[src/rtl/cmd_chk_fifo.sv]
// DEPTH x W command queue with wrap-around pointers and a registered count.
// full/empty derive from the count, so a push at full is refused even alongside a pop.
module cmd_chk_fifo #(
  parameter int DEPTH = 4,
  parameter int W     = 24
) (
  input  logic                       clk,
  input  logic                       rst_n,
  input  logic                       i_push,
  input  logic [W-1:0]               i_wdata,
  input  logic                       i_pop,
  input  logic                       i_flush,
  output logic [W-1:0]               o_rdata,
  output logic                       o_full,
  output logic                       o_empty,
  output logic [$clog2(DEPTH):0]     o_count
);

  localparam int AW = $clog2(DEPTH);

  logic [W-1:0]  r_mem [DEPTH];
  logic [AW-1:0] r_wr_ptr;
  logic [AW-1:0] r_rd_ptr;
  logic [AW:0]   r_count;
  logic          w_wr_en;
  logic          w_rd_en;

  assign o_full  = (r_count == (AW+1)'(DEPTH));
  assign o_empty = (r_count == '0);
  assign o_count = r_count;
  assign o_rdata = r_mem[r_rd_ptr];

  // A flush wins over any concurrent push or pop.
  assign w_wr_en = i_push && !o_full && !i_flush;
  assign w_rd_en = i_pop && !o_empty && !i_flush;

  always_ff @(posedge clk) begin
    if (w_wr_en) begin
      r_mem[r_wr_ptr] <= i_wdata;
    end
  end

  always_ff @(posedge clk or negedge rst_n) begin
    if (!rst_n) begin
      r_wr_ptr <= '0;
      r_rd_ptr <= '0;
      r_count  <= '0;
    end else if (i_flush) begin
      r_wr_ptr <= '0;
      r_rd_ptr <= '0;
      r_count  <= '0;
    end else begin
      if (w_wr_en) r_wr_ptr <= r_wr_ptr + 1'b1;
      if (w_rd_en) r_rd_ptr <= r_rd_ptr + 1'b1;
      case ({w_wr_en, w_rd_en})
        2'b10:   r_count <= r_count + 1'b1;
        2'b01:   r_count <= r_count - 1'b1;
        default: r_count <= r_count;
      endcase
    end
  end

endmodule

[config.mk]
export PLATFORM = sky130hd
export DESIGN_NAME = cmd_chk_fifo
export DESIGN_NICKNAME = d
export VERILOG_FILES = /design/src/rtl/cmd_chk_fifo.sv
export SDC_FILE = /design/constraint.sdc
export NUM_CORES = 1
export LEC_CHECK = 0
export ABC_CLOCK_PERIOD_IN_PS = 5200
export CAP_MARGIN = 5
export CORE_AREA = 4 4 89 91
export CTS_BUF_LIST = sky130_fd_sc_hd__clkbuf_16
export CTS_CLUSTER_SIZE = 30
export DETAILED_ROUTE_END_ITERATION = 6
export DIE_AREA = 0 0 93 95
export HOLD_SLACK_MARGIN = 0.08
export PLACE_DENSITY_LB_ADDON = 0.1
export SYNTH_ARGS = -nofsm -noshare
export SYNTH_HDL_FRONTEND = slang
export SYNTH_SLANG_ARGS = --single-unit
[constraint.sdc]
create_clock -name clk -period 5.2 [get_ports clk]
set_clock_uncertainty 0.05 [all_clocks]
set_input_delay 1.04 -clock clk [delete_from_list [all_inputs] [get_ports clk]]
set_output_delay 1.04 -clock clk [all_outputs]
set_load 0.1 [all_outputs]
---- After elaboration in Yosys (flattened, before gate mapping) ----
Memories as Yosys holds them, arrays and structs flattened.
Cells that the tools add are included.
W data, S select, Z words.
word-level totals
  flip-flop bits (word level) ............. 7
  input port bits ......................... 29
  output and inout bits ................... 29
  memories kept ........................... 1
  bits in writable memories ............... 96
memory list
  name   words  width  rd ports  clocked after Yosys merged registers in  write ports  RTL line  source
  r_mem  4      24     1         0                                        1            21        logic [W-1:0] r_mem [DEPTH];
operators by class
  equal/unequal tests ..................... 3
  reductions and logical operators ........ 11
  mux-type cells .......................... 8
  add/subtract/negate cells ............... 4
operator list
  kind                   count
  $mux W2                4
  $pmux W3 S2            1
  $add A2 B1 Y2 const B  2
  $logic_and A1 B1 Y1    4
  $reduce_bool A2 Y1     2
  $add A3 B1 Y3 const B  1
  $eq A3 B3 Y1 const B   1
  $logic_not A1 Y1       3
  $logic_not A3 Y1       1
  $mux W3                1
  $reduce_bool A3 Y1     1
  $sub A3 B1 Y3 const B  1
  $eq A2 B1 Y1 const B   1
  $eq A2 B2 Y1 const B   1
  $mux W1                2

---- Depth between registers and ports, before layout ----
Gate-level depths: netlist (run 1).
  word-level depth ........................ 7
  mapped depth ............................ 7
  depth with buffers taken out ............ 7

---- Least setup slack after synthesis (run 1) ----
No wires, ideal clock.
  path kind ............................... register to output
  start ................................... reg r_count[2] (netlist: o_count[2])
  end ..................................... out o_empty
  stages on the path, launching flop included .. 3
  setup slack ............................. 1.026 ns
  path buffers ............................ 1
  arrival time ............................ 3.084 ns
  cell sequence ........................... dfrtp_1 > buf_6 > nor3_1
between the ends
  cells in the longest elaborated chain, start to end .. 1
RTL lines
  element                 RTL line  source
  start, declared         24        logic [AW:0] r_count;
  start signal, assigned  56        2'b10: r_count <= r_count + 1'b1;
  start signal, assigned  57        2'b01: r_count <= r_count - 1'b1;
  start signal, assigned  58        default: r_count <= r_count;
  $logic_not A3 Y1        29        assign o_empty = (r_count == '0);
  end, declared           15        output logic o_empty,
No other way between the ends.

---- Final worst setup path (run 1) ----
  start ................................... reg r_rd_ptr[0]
  end ..................................... out o_rdata[1]
between the ends
  cells in the longest elaborated chain, start to end .. 1
RTL lines
  element                 RTL line  source
  start, declared         23        logic [AW-1:0] r_rd_ptr;
  start signal, assigned  54        if (w_rd_en) r_rd_ptr <= r_rd_ptr + 1'b1;
  $mem_v2 Z4 W24          n/a
  end, declared           13        output logic [W-1:0] o_rdata,
No other way between the ends.

==> summary.md, run 1 <==
| Metric | Value |
|---|---|
| Pins Over Slew Limit | `0` |
| WL per Instance | `17.9 µm` |
| Reg2reg end | `r_mem[0][6]$_DFFE_PP_` |
| Post-CTS sizing | `0` |
| Syn-to-layout area delta | `22.8%` |
| Crit path from | `r_rd_ptr[0]$_DFFE_PN0P_` |
| Int Power | `1460 µW` |
| FMAX | `252 MHz` |
| Psw | `649 µW` |
| Area contributors post-synth | `edfxtp_1, mux4_2, dfrtp_1` |
| Core Rows | `31` |
| R2r setup slk | `2860 ps` |
| Number of DRC markers in iteration 0 | `62` |
| Worst endpoint data arrival time | `2870 ps` |
| RSZ-0062 raised after global routing | `false` |
| Setup-failing EPs final | `0` |
| Vias in the first global route | `1959` |
| DRC viols | `0` |
| Initial antenna violation count | `0` |
| Most frequent cells in the layout | `edfxtp_1, clkdlybuf4s50_1, mux4_2` |
| Antenna cells | `0` |
| Clock Root Buffer | `clkbuf_16` |
| GR Util All Layers | `15.8%` |
| Mapped Cells | `190` |
| Synthesis-stage register bit count | `103` |
| Register area share after synthesis | `74.8%` |
| Final Non-Filler Cells | `356` |
| Final wirelength | `6370 µm` |
| Met2 wire len | `3100 µm` |
| Drt first pass iters | `4` |
| Max FO, Critical Path | `26` |
| Clk Latency, worst-skew pair | `330 ps` |
| CTS tree | `built` |
| CP startpoint kind | `register` |
| Syn Nets | `224` |
| Grt total ovfl | `0` |
| Comb pwr share | `23.4%` |
| Via density | `5.36` |
| Top sig layer | `met4` |
| H-Tree Depth | `3` |
| Setup TNS | `0 ps` |
| Minimum clock period | `3960 ps` |
| Synth top area share | `70.5%` |
| Hold Path Stages | `2` |
| Setup Buffers After CTS | `0` |
| Endpoints failing hold | `0` |
| Via count | `1908` |
| Crit Path Category | `register to primary output` |
| Cell Area, Synth | `0.00409 mm²` |
| # IOs | `58` |
| Tot Pwr | `2110 µW` |
| CTS buffer count | `9` |
| Critical Path End Type | `primary output` |
| Die boundary width | `93 µm` |
| Yosys warns | `0` |
| Switching share of total power | `30.8%` |
| Max Cap Viol | `0` |
| Critical path endpoint | `o_rdata[1]` |
| RR Startpoint | `o_count[0]$_DFFE_PN0P_` |
| HP Class | `register to register` |
| Cell area power density | `420 mW/mm²` |
| Most common cell after layout, fill and taps aside | `edfxtp_1` |
| Reg2reg path depth | `5` |
| Met3 WL post-DR | `259 µm` |
| Core area | `0.00714 mm²` |
| Status | `finished clean` |
| Sequential Power Share | `46.2%` |
| Maximum number of pins on one net before global-route repair | `27` |
| Tcrit/Tclk final | `76.2%` |
| VDD IR-drop max | `275 µV` |
| Metal-1 WL | `2900 µm` |
| Initial core utilization | `57.3%` |
| CP required | `4110 ps` |
| Clock power frac | `30.4%` |
| Vert. Die Dim | `95 µm` |
| Placed Instances | `341` |
| Routed Antenna Nets | `0` |
| Area leader, netlist | `edfxtp_1` |
| Worst Tran Pin Value | `1010 ps` |
| Slew headroom | `32.6%` |
| CTS Buffer Depth | `2` |
| Hold_ws | `540 ps` |
| Layout cells sized above 1 | `16.7%` |
| First-pass GRT wire length | `10300 µm` |
| Worst-path clk slew | `60 ps` |
| Avg Inst Size Synth | `21.5 µm²` |
| Post-CTS Hold Fix Bufs | `0` |
| RePlAce Congestion | `0.773` |
| Die ar. | `0.00884 mm²` |
| Synth cell types | `33` |
| Final net count | `287` |
| Port Buf Inserts | `57` |
| Lkg Pwr | `0.00164 µW` |
| DPL Wire Length | `4070 µm` |
| Sink Count | `103` |
routing by layer:
metal,GRT usage (%),vias to the layer above
li1,-,899
met5,0,-
met1,21.7,962
met4,6.59,0
met3,3.43,7
met2,24.8,40
area by class of cell:
class                      instances  area, µm²
clock buffer                       9        225
clock inverter                     6       63.8
multi-input combinational         73        922
inverter                           4       15.0
tap                               99        124
sequential                       103       3060
timing repair buffer              62        608
fill                             495       2120
flip-flops by register name, summed over array words and instances, names as in the netlist:
signal,flops
r_mem,96
r_rd_ptr,2
o_count,3
r_wr_ptr,2
logic make-up (layout without fill, tap and decap cells):
kind of cell	after synthesis	count (layout)	synth area share (%)
flops	103	103	74.8
mux	26	26	14.3
simple gates	25	25	3.40
buf+inv	14	81	2.60
compound gates	13	13	2.30
fa+ha+maj	5	5	1.71
xor+xnor	4	4	0.857
critical path, cell delays in order (launching register included):
cell	delay [ps]
dfrtp_2	910
mux4_1	650
clkdlybuf4s50_1	980
cells in the mapped netlist (all sizes together):
library cell and count:
a21oi 1, a31oi 1, and2 5, buf 9
clkbuf 1, dfrtp 7, edfxtp 96, fa 1
ha 4, inv 4, mux2 1, mux2i 1
mux4 24, nand2 2, nand3 3, nand3b 2
nor2 9, nor3 1, nor3b 1, nor4b 1
o211ai 1, o21a 1, o21ai 7, o311ai 1
o41ai 1, or2 1, xnor2 2, xor2 2
per-stage QoR:
step                      area (µm²)  setup slack (ps)  util, %
after CTS                       5020              1170     70.3
after floorplan                 4090              1030        -
after detailed placement        4730              1530     66.3
after global placement          4730              1540     66.3
after global routing            5020              1050     70.3
final                           5020              1240     70.3
power by group through the flow:
stage | Clock (µW) | Sequential [µW] | Combinational, µW
5_1_grt | 694 | 981 | 510
3_3_place_gp | 0 | 992 | 494
6_report | 640 | 974 | 492
4_1_cts | 655 | 975 | 496
3_5_place_dp | 0 | 993 | 495
2_1_floorplan | 0 | 988 | 394
how the worst min path moves through the flow:
stage,from,end,slack [ps]
2_1_floorplan,r_wr_ptr[1]$_DFFE_PN0P_,r_wr_ptr[1]$_DFFE_PN0P_,490
4_1_cts,r_wr_ptr[1]$_DFFE_PN0P_,r_wr_ptr[1]$_DFFE_PN0P_,550
5_1_grt,r_wr_ptr[1]$_DFFE_PN0P_,r_wr_ptr[1]$_DFFE_PN0P_,600
3_5_place_dp,r_wr_ptr[1]$_DFFE_PN0P_,r_wr_ptr[1]$_DFFE_PN0P_,530
6_report,r_wr_ptr[1]$_DFFE_PN0P_,r_wr_ptr[1]$_DFFE_PN0P_,540
3_3_place_gp,r_wr_ptr[1]$_DFFE_PN0P_,r_wr_ptr[1]$_DFFE_PN0P_,530
(Power assumes the default switching activity.)
==> run 2, diff against run 1 <==
ABC_CLOCK_PERIOD_IN_PS = 3700   (was 5200)
CORE_AREA = 4 4 92 94   (was 4 4 89 91)
DIE_AREA = 0 0 96 98   (was 0 0 93 95)
clock period = 3.7 ns   (was 5.2 ns; I/O delays follow)
==> run 2 against run 1 <==
  * Non-clock buffer count rose by 4
  * Design area increased by 0.42%
  * Critical path depth increased by 1
  * Worst hold slack improved by 7.4 ps
  * Combinational power grew 42%
  * Register-to-register slack got worse by 1300 ps
  * First-iteration DRC count increased by 3.2%
  * Core utilization shrank 4.4 points
  * Clock power rose by 55%
  * Clock-buffer cell count is the same
  * Largest power group unchanged
==> summary.md, run 2 (synthesis results as in run 1) <==
| Metric | Value |
|---|---|
| Status | `finished clean (unchanged)` |
| Most common cell after layout, fill and taps aside | `edfxtp_1 (unchanged)` |
| Design Area, Final | `0.00504 mm² (was 0.00502 mm²)` |
| DRC viols | `0 (unchanged)` |
| Clock Root Buffer | `clkbuf_16 (unchanged)` |
| RR Startpoint | `o_count[0]$_DFFE_PN0P_ (unchanged)` |
| Lkg Pwr | `0.00171 µW (was 0.00164 µW)` |
| Pins Over Slew Limit | `0 (unchanged)` |
| Drt first pass iters | `4 (unchanged)` |
| Vert. Die Dim | `98 µm (was 95 µm)` |
| Tot Pwr | `3050 µW (was 2110 µW)` |
| Worst-path clk slew | `60 ps (about the same)` |
| Hold Path Stages | `2 (unchanged)` |
| R2r setup slk | `1530 ps (was 2860 ps)` |
| Reg2reg end | `o_count[2]$_DFFE_PN0P_ (was r_mem[0][6]$_DFFE_PP_)` |
| CTS buffer count | `9 (unchanged)` |
| GR Util All Layers | `15.7% (was 15.8%)` |
| Final net count | `291 (was 287)` |
| RSZ-0062 raised after global routing | `false (unchanged)` |
| Grt total ovfl | `0 (unchanged)` |
| HP Class | `register to register (unchanged)` |
| Port Buf Inserts | `57 (unchanged)` |
| Die boundary width | `96 µm (was 93 µm)` |
| Minimum clock period | `2940 ps` |
| Max Cap Viol | `0 (unchanged)` |
| Max reg flops | `96 (unchanged)` |
| Routed Antenna Nets | `0 (unchanged)` |
| Clk Latency, worst-skew pair | `340 ps (was 330 ps)` |
| Core area | `0.00765 mm² (was 0.00714 mm²)` |
| Post-CTS Hold Fix Bufs | `0 (unchanged)` |
| Hold endpoint | `r_wr_ptr[1]$_DFFE_PN0P_ (unchanged)` |
| Most frequent cells in the layout | `edfxtp_1, buf_4, clkdlybuf4s50_1 (was edfxtp_1, clkdlybuf4s50_1, mux4_2)` |
| Number of DRC markers in iteration 0 | `64 (was 62)` |
| H-Tree Depth | `3 (unchanged)` |
| Initial antenna violation count | `0 (unchanged)` |
| Via density | `5.40 (was 5.36)` |
| Grt met1 use | `20.8% (was 21.7%)` |
| Sink Count | `103 (unchanged)` |
| Layout cells sized above 1 | `29.4% (was 16.7%)` |
| CP required | `2910 ps (was 4110 ps)` |
| Slew headroom | `69.1% (was 32.6%)` |
| Gr busiest metal | `met2 (unchanged)` |
| First-pass GRT wire length | `10800 µm (was 10300 µm)` |
| Endpoints failing hold | `0 (unchanged)` |
| VDD IR-drop max | `318 µV (was 275 µV)` |
| Tcrit/Tclk final | `79.4%` |
| WL per Instance | `18.3 µm (was 17.9 µm)` |
| Crit Path Category | `register to primary output (unchanged)` |
| Worst endpoint data arrival time | `2150 ps (was 2870 ps)` |
| Worst Tran Pin Value | `463 ps (was 1010 ps)` |
| Cell area power density | `605 mW/mm² (was 420 mW/mm²)` |
| Post-CTS sizing | `0 (unchanged)` |
| Final wirelength | `6670 µm (was 6370 µm)` |
| Setup TNS | `0 ps (unchanged)` |
| FMAX | `341 MHz` |
| # IOs | `58 (unchanged)` |
| Via count | `1967 (was 1908)` |
| Area after DPL | `0.00472 mm² (was 0.00473 mm²)` |
| Met2 GRT Util | `24.7% (was 24.8%)` |
| RePlAce Congestion | `0.748 (was 0.773)` |
| Syn-to-layout area delta | `23.3% (was 22.8%)` |
| Final Non-Filler Cells | `364 (was 356)` |
| Max FO, Critical Path | `15 (was 26)` |
| Core Rows | `32 (was 31)` |
| DPL Wire Length | `4460 µm (was 4070 µm)` |
| Die ar. | `0.00941 mm² (was 0.00884 mm²)` |
| Critical Path End Type | `primary output (unchanged)` |
| Setup Buffers After CTS | `0 (unchanged)` |
| Hold_sp | `r_wr_ptr[1]$_DFFE_PN0P_ (unchanged)` |
| Register with the most flip-flops | `r_mem (unchanged)` |
| Antenna cells | `0 (unchanged)` |
| Placed Instances | `348 (was 341)` |
| CP startpoint kind | `register (unchanged)` |
| Reg2reg path depth | `7 (was 5)` |
| Global-route met3 utilization | `3.39% (was 3.43%)` |
| Setup-failing EPs final | `0 (unchanged)` |
| Maximum number of pins on one net before global-route repair | `20 (was 27)` |
| CTS tree | `built (unchanged)` |
| Vias in the first global route | `2052 (was 1959)` |
| CTS Buffer Depth | `2 (unchanged)` |
| Initial core utilization | `53.4% (was 57.3%)` |
[run 2: changes by cell type in the layout (fill, tap and decap cells not counted), sizes merged]
cell           previous run  this run
clkinvlp                  1         0
bufinv                    1         2
clkinv                    3         2
buf                       5        38
clkdlybuf4s50            57        28
inv                       5         7
[run 2: worst max-delay path by stage]
stage | start | endpoint | slack, ps | depth (start not counted)
floorplan | o_count[0]$_DFFE_PN0P_ | o_full | 390 | 2
global placement | i_push | o_count[2]$_DFFE_PN0P_ | 770 | 7
detailed placement | i_push | o_count[2]$_DFFE_PN0P_ | 690 | 7
CTS | r_rd_ptr[0]$_DFFE_PN0P_ | o_rdata[16] | 690 | 3
global route | r_rd_ptr[0]$_DFFE_PN0P_ | o_rdata[16] | 630 | 3
finish | r_rd_ptr[0]$_DFFE_PN0P_ | o_rdata[16] | 760 | 3
[run 2: power by group]
part	switching [µW]	total [µW]	internal (µW)
Clock	397	992	595
Combinational	501	701	200
Sequential	36.7	1360	1320
[run 2: area by class of cell]
cell class | instances | area [µm²]
flip-flops and latches | 103 | 3060
clock buffers | 9 | 225
multi-input cells | 73 | 927
well taps | 102 | 128
fillers | 513 | 2610
clock inverters | 7 | 93.8
inverters | 4 | 15.0
repair buffers | 66 | 591
[run 2: per-layer routing]
layer	up-vias	part of all wire, %	routed length, µm
li1	916	-	-
met1	982	41	2730
met2	59	52	3440
met3	10	5.4	362
met4	0	2.0	133
met5	-	0	0
[run 2: per-stage QoR]
step | setup WS, ps | utilization [%] | hold WS, ps
floorplan | 389 | - | 394
global placement | 767 | 61.7 | 540
detailed placement | 690 | 61.7 | 546
CTS | 692 | 65.9 | 559
global route | 629 | 65.9 | 609
finish | 763 | 65.9 | 548
[run 2: critical path, cell delays in order (launching register included)]
cell	delay, ps
dfrtp_2	660
buf_4	340
mux4_2	560
buf_4	250
